<file path="src/rtl/hazard_pkg.sv">
// hazard_pkg: shared widths, default mult/div latencies and the control-mode encoding
// used by hazard_ctrl and md_timer.
package hazard_pkg;

  localparam int unsigned REG_W             = 5;
  localparam int unsigned MD_CNT_W          = 8;
  localparam int unsigned MD_MUL_CYCLES_DEF = 5;
  localparam int unsigned MD_DIV_CYCLES_DEF = 10;

  typedef enum logic [1:0] {
    CtrlNormal,
    CtrlStall,
    CtrlRedirect,
    CtrlReset
  } ctrl_mode_e;

  typedef struct packed {
    logic pc_write;
    logic if_id_write;
    logic if_flush;
    logic id_ex_flush;
  } ctrl_t;

  // Map a control mode onto the four pipeline control outputs.
  function automatic ctrl_t mode_to_ctrl(ctrl_mode_e mode);
    ctrl_t c;
    unique case (mode)
      CtrlNormal:   c = '{pc_write: 1'b1, if_id_write: 1'b1, if_flush: 1'b0, id_ex_flush: 1'b0};
      CtrlStall:    c = '{pc_write: 1'b0, if_id_write: 1'b0, if_flush: 1'b0, id_ex_flush: 1'b1};
      CtrlRedirect: c = '{pc_write: 1'b1, if_id_write: 1'b0, if_flush: 1'b1, id_ex_flush: 1'b0};
      default:      c = '{pc_write: 1'b0, if_id_write: 1'b0, if_flush: 1'b1, id_ex_flush: 1'b1};
    endcase
    return c;
  endfunction

endpackage

</file>
<file path="src/rtl/md_timer.sv">
// md_timer: loadable down-counter tracking mult/div unit occupancy. A new start always
// reloads, even while a previous operation is still counting down.
module md_timer
  import hazard_pkg::*;
#(
  parameter int unsigned MulCycles = MD_MUL_CYCLES_DEF,
  parameter int unsigned DivCycles = MD_DIV_CYCLES_DEF
) (
  input  logic                clk,
  input  logic                rst_n,
  input  logic                start_i,
  input  logic                is_div_i,
  output logic [MD_CNT_W-1:0] cnt_o,
  output logic                busy_o
);

  localparam logic [MD_CNT_W-1:0] MulLoad = MD_CNT_W'(MulCycles);
  localparam logic [MD_CNT_W-1:0] DivLoad = MD_CNT_W'(DivCycles);

  logic [MD_CNT_W-1:0] cnt_d, cnt_q;

  // Next count: reload on start, otherwise decrement and hold at zero.
  always_comb begin
    cnt_d = cnt_q;
    if (start_i) begin
      cnt_d = is_div_i ? DivLoad : MulLoad;
    end else if (cnt_q != '0) begin
      cnt_d = cnt_q - 1'b1;
    end
  end

  // Count register; reset aborts any occupancy.
  always_ff @(posedge clk or negedge rst_n) begin
    if (!rst_n) begin
      cnt_q <= '0;
    end else begin
      cnt_q <= cnt_d;
    end
  end

  assign cnt_o  = cnt_q;
  assign busy_o = (cnt_q != '0);

endmodule

</file>
<file path="src/rtl/hazard_ctrl.sv">
// hazard_ctrl: pipeline hazard controller for the five-stage MIPS core. Detects load-use
// hazards, branch/jump redirects and mult/div occupancy, and drives PC / IF/ID / ID/EX
// controls plus a saturating stall-cycle counter.
// Mult/div tracking is compiled in only when HAZARD_MD_EN is defined.
module hazard_ctrl
  import hazard_pkg::*;
#(
  parameter int unsigned MD_MUL_CYCLES = MD_MUL_CYCLES_DEF,
  parameter int unsigned MD_DIV_CYCLES = MD_DIV_CYCLES_DEF
) (
  input  logic             clk,
  input  logic             rst_n,
  input  logic [REG_W-1:0] id_rs,
  input  logic [REG_W-1:0] id_rt,
  input  logic             id_uses_rt,
  input  logic             ex_memread,
  input  logic [REG_W-1:0] ex_rt,
  input  logic             branch_taken,
  input  logic             jump,
  input  logic             md_start,
  input  logic             md_is_div,
  input  logic             id_md_read,
  output logic             pc_write,
  output logic             if_id_write,
  output logic             if_flush,
  output logic             id_ex_flush,
  output logic             md_busy,
  output logic [15:0]      stall_count
);

  logic       lu;
  logic       mdh;
  logic       stall;
  logic       redirect;
  ctrl_mode_e mode;
  ctrl_t      ctrl;

  logic [15:0] stall_count_d, stall_count_q;

`ifdef HAZARD_MD_EN
  logic [MD_CNT_W-1:0] md_cnt;

  md_timer #(
    .MulCycles(MD_MUL_CYCLES),
    .DivCycles(MD_DIV_CYCLES)
  ) u_md_timer (
    .clk     (clk),
    .rst_n   (rst_n),
    .start_i (md_start),
    .is_div_i(md_is_div),
    .cnt_o   (md_cnt),
    .busy_o  (md_busy)
  );

  // HI/LO readers wait from the start cycle until the counter reads zero.
  assign mdh = id_md_read && (md_start || (md_cnt != '0));
`else
  logic unused_md;
  assign unused_md = ^{md_start, md_is_div, id_md_read, 8'(MD_MUL_CYCLES), 8'(MD_DIV_CYCLES)};
  assign mdh       = 1'b0;
  assign md_busy   = 1'b0;
`endif

  // Hazard detection; a stall wins over a redirect because branch operands are not valid yet.
  always_comb begin
    lu       = ex_memread && (ex_rt != '0) &&
               ((ex_rt == id_rs) || (id_uses_rt && (ex_rt == id_rt)));
    stall    = lu || mdh;
    redirect = (branch_taken || jump) && !stall;
  end

  // Mode selection and decode to the control outputs; reset forces the safe pattern.
  always_comb begin
    mode = CtrlNormal;
    if (!rst_n) begin
      mode = CtrlReset;
    end else if (stall) begin
      mode = CtrlStall;
    end else if (redirect) begin
      mode = CtrlRedirect;
    end
    ctrl        = mode_to_ctrl(mode);
    pc_write    = ctrl.pc_write;
    if_id_write = ctrl.if_id_write;
    if_flush    = ctrl.if_flush;
    id_ex_flush = ctrl.id_ex_flush;
  end

  // Saturating stall-cycle counter next state.
  always_comb begin
    stall_count_d = stall_count_q;
    if (stall && (stall_count_q != 16'hFFFF)) begin
      stall_count_d = stall_count_q + 16'd1;
    end
  end

  // Stall counter register.
  always_ff @(posedge clk or negedge rst_n) begin
    if (!rst_n) begin
      stall_count_q <= '0;
    end else begin
      stall_count_q <= stall_count_d;
    end
  end

  assign stall_count = stall_count_q;

endmodule

</file>
<file path="config.mk">
export PLATFORM = sky130hd
export DESIGN_NAME = hazard_ctrl
export DESIGN_NICKNAME = d
export VERILOG_FILES = /design/src/rtl/hazard_pkg.sv /design/src/rtl/md_timer.sv /design/src/rtl/hazard_ctrl.sv
export SDC_FILE = /design/constraint.sdc
export NUM_CORES = 1
export LEC_CHECK = 0
export ABC_AREA = 1
export CAP_MARGIN = 5
export CORE_MARGIN = 1
export CORE_UTILIZATION = 42
export DETAILED_ROUTE_END_ITERATION = 16
export DONT_BUFFER_PORTS = 1
export MAX_ROUTING_LAYER = met4
export PLACE_DENSITY = 0.56
export SYNTH_ARGS = -nofsm -noshare
export SYNTH_HDL_FRONTEND = slang
export SYNTH_SLANG_ARGS = --single-unit
</file>
<file path="constraint.sdc">
create_clock -name clk -period 2.4 [get_ports clk]
set_clock_uncertainty 0.1 [all_clocks]
set_input_delay 0.6 -clock clk [delete_from_list [all_inputs] [get_ports clk]]
set_output_delay 0.6 -clock clk [all_outputs]
set_load 0.02 [all_outputs]
</file>
==> summary.txt, run 1 <==
Timing
  • Period utilisation layout: 89.4%
  • Final min period: 2150 ps
  • RSZ-0062 raised after global routing: no
  • Least-Margin Pin Slew: 739 ps
  • Final Setup Violations: 0
  • Fin. max-slew vios: 0
  • Final Hold Violating Endpoints: 0
  • Setup TNS: 0 ps
  • Maximum operating frequency: 466 MHz
  • Max-slew headroom: 50.6%

CTS
  • CTS root buf: clkbuf_4
  • Clock Path Buffers: 2
  • # clock sinks: 16
  • Postcts setup bufs: 0
  • Num CTS Buffers: 3
  • Cts hold-fix bufs: 1
  • Number of cells upsized or downsized after cts: 0
  • Clock transition at path regs: 100 ps
  • Clk_lat worst skew: 290 ps
  • CTS tree: built
  • H-Tree Depth: 1

GRT
  • Grt ovf: 0
  • Largest net degree at the start of global routing: 18
  • First-pass GRT wire length: 5.32 mm
  • Vias in the first global route: 1211
  • Gr usage total: 20.9%
  • Initial antenna violation count: 0

Power and ir drop
  • Internal power: 0.000427 W
  • P per Cell Area: 468 nW/um^2
  • Clk pwr share: 28.1%
  • Switching power as a share of total power: 34.5%
  • Pwr Total: 0.000652 W
  • Leak Pwr: 0.763 nW
  • Peak supply drop: 0.387 mV
  • Net Switching: 0.000225 W
  • Register share of total power: 53.9%
  • Combinational group share of total power: 18.0%

Route
  • WL per Instance: 12.5 um
  • Initial DRC count: 95
  • DR WL met2: 1.45 mm
  • Routed wl met3: 166 um
  • TritonRoute pass-1 iters: 10
  • Vias post-DR: 1285
  • Met1 WL: 1.40 mm
  • Drt drc: 5
  • Via density: 5.31
  • Max layer used: met4
  • Routed Antenna Nets: 0
  • DRT Wirelength: 3.04 mm

Final layout
  • Max reg flops: 16
  • N_diodes: 0
  • Share of post-route cells with drive strength above 1: 9.48%
  • Synth-to-Final Area Change: 6.10%
  • NumNets Final: 237

Floorplan
  • # rows: 19
  • Chip Width: 57.9 um
  • Die H: 57.9 um
  • Die Footprint: 3350 um^2
  • Starting density of the core: 46.0%
  • # IOs: 45
  • Core Area: 2850 um^2

Worst hold path
  • Hold Startpoint: stall_count[1]
  • Worst Hold Class: reg2reg

Setup path
  • Worst Path Max Fanout: 3
  • Critical Path Start: ex_rt[0]
  • Crit path DAT: 1450 ps
  • Critical path required time: 1700 ps
  • Worst stage delay on the critical path: 200 ps
  • Buf/Inv on CP: 3
  • Endpoint type of the worst setup path: output pin
  • RR Startpoint: stall_count[0]
  • Worst setup SP type: input port
  • Top Family by Delay on Critical Path: simple AND/OR/NAND/NOR gates
  • Cell mode on critical path: nand2_1
  • CP cell instances: inv_1 -> nand4_1 -> o21ai_0 -> inv_2 -> nand2_1 -> nand2_1 -> nor2_1 -> buf_4
  • CP max-delay cell: o21ai_0
  • Internal reg-to-reg setup slack: 360 ps
  • Crit Path Class: in2out

Logic synthesis
  • Syn Inst Count: 207
  • Syn Area/Cell: 6.34 um^2
  • EDFF count, synth: 0
  • Synth area leader: dfrtp_1
  • Async SR Flop Fraction: 100%
  • Top cells by area, synth: dfrtp_1 (31%), nand2_1 (27%), nand4_1 (10%)
  • Synth top cells by count: nand2_1 (94), nand4_1 (21), inv_1 (20)
  • Most common cell in the netlist: nand2_1
  • Syn Nets: 232
  • Mapped Area: 1310 um^2
  • Synth Warn #: 0
  • Synth Flop Type: dfrtp_1
  • Top-area cell type share of the netlist area: 30.5%
  • Seq/Total Area, Yosys: 30.5%
  • Synth cell types: 25
  • Number of synthesized register bits: 16

Placement
  • Number of port buffers: 0
  • Hpwl dp: 2.24 mm
  • Final RePlAce weighted congestion: 0.875

Outcome
  • Failing checks: DRC
  • Outcome: complete, but fails checks

Run
  • Max_cap viols: 0
## final timing paths
| path | end | cells after the start |
|---|---|---|
| worst max-delay path | if_id_write | 8 |
| worst min-delay path | stall_count[1] | 2 |
| worst max register to register | stall_count[11] | 7 |
| worst min register to register | stall_count[1] | 2 |
| max in group asynchronous | stall_count[4] | 1 |
| min in group asynchronous | stall_count[15] | 1 |
## final cells by class
type	count	area (um^2)
flip-flops and latches	16	400
repair buffers	5	40.0
multi-input cells	162	787
clock buffers	4	36.3
inverters	24	90.1
fillers	314	1460
well taps	31	38.8
## layer usage
metal,vias to the layer above,track usage [%]
met3,2,2.90
met2,39,33.7
li1,661,-
met4,0,6.12
met5,-,-
met1,583,27.4
## worst reg2reg max path: stages, from the launching register on
cell	delay, ps
dfrtp_1	530
ha_1	240
nand3_1	170
inv_1	200
nand4_4	290
nand3_4	310
nand2_1	90
nand2_1	70
## power groups by stage
stage	Sequential, W	Combinational [W]	Clock, W
floorplan	0.000350	0.0000934	0
global route	0.000356	0.000140	0.000197
global placement	0.000358	0.000107	0
detailed placement	0.000357	0.000111	0
finish	0.000352	0.000117	0.000183
CTS	0.000352	0.000118	0.000191
## metrics by stage
stage / hold slack (ps) / utilization (%) / cells / setup slack [ps] / instance area [um^2]
2_1_floorplan: 204 / - / 207 / 94.8 / 1310
3_3_place_gp: 205 / 47.2 / 237 / 277 / 1350
3_5_place_dp: 205 / 47.2 / 237 / 249 / 1350
4_1_cts: 575 / 48.8 / 242 / 243 / 1390
5_1_grt: 618 / 48.8 / 242 / 99.7 / 1390
6_report: 571 / 48.8 / 242 / 255 / 1390
## kinds of logic after synthesis
kind of cell / Yosys count / synth area share [%]
AOI/OAI and AO/OA: 3 / 1.14
xor gates and xnor gates: 8 / 5.34
other: 1 / 0.286
adders and majority gates: 1 / 0.953
DFF: 16 / 30.5
and+or+nand+nor: 149 / 52.2
buffers and inverters: 29 / 9.53
## placed cells by master (no fill, tap or decap), types with 2 or more instances in the layout
cell,n
buf_4,4
xnor2_1,5
inv_1,20
nand4_1,21
nor2_2,2
o21ai_0,2
nand2_1,94
clkbuf_4,3
nor2_1,18
nand3_1,7
xor2_1,3
inv_2,4
dfrtp_1,16
(Power assumes the default switching activity.)
==> inputs of run 2 (changes only) <==
CTS_BUF_LIST = sky130_fd_sc_hd__clkbuf_4 sky130_fd_sc_hd__clkbuf_8   (was not set)
CTS_CLUSTER_SIZE = 12   (was not set)
==> results of run 2 <==
Same layout as run 1: the final DEF is identical, and so are final timing and power.
==> inputs of run 3 (changes only) <==
ABC_CLOCK_PERIOD_IN_PS = 2400   (was not set)
HOLD_SLACK_MARGIN = 0.02   (was not set)
==> results of run 3 <==
Same layout as run 1: the final DEF is identical, and so are final timing and power.
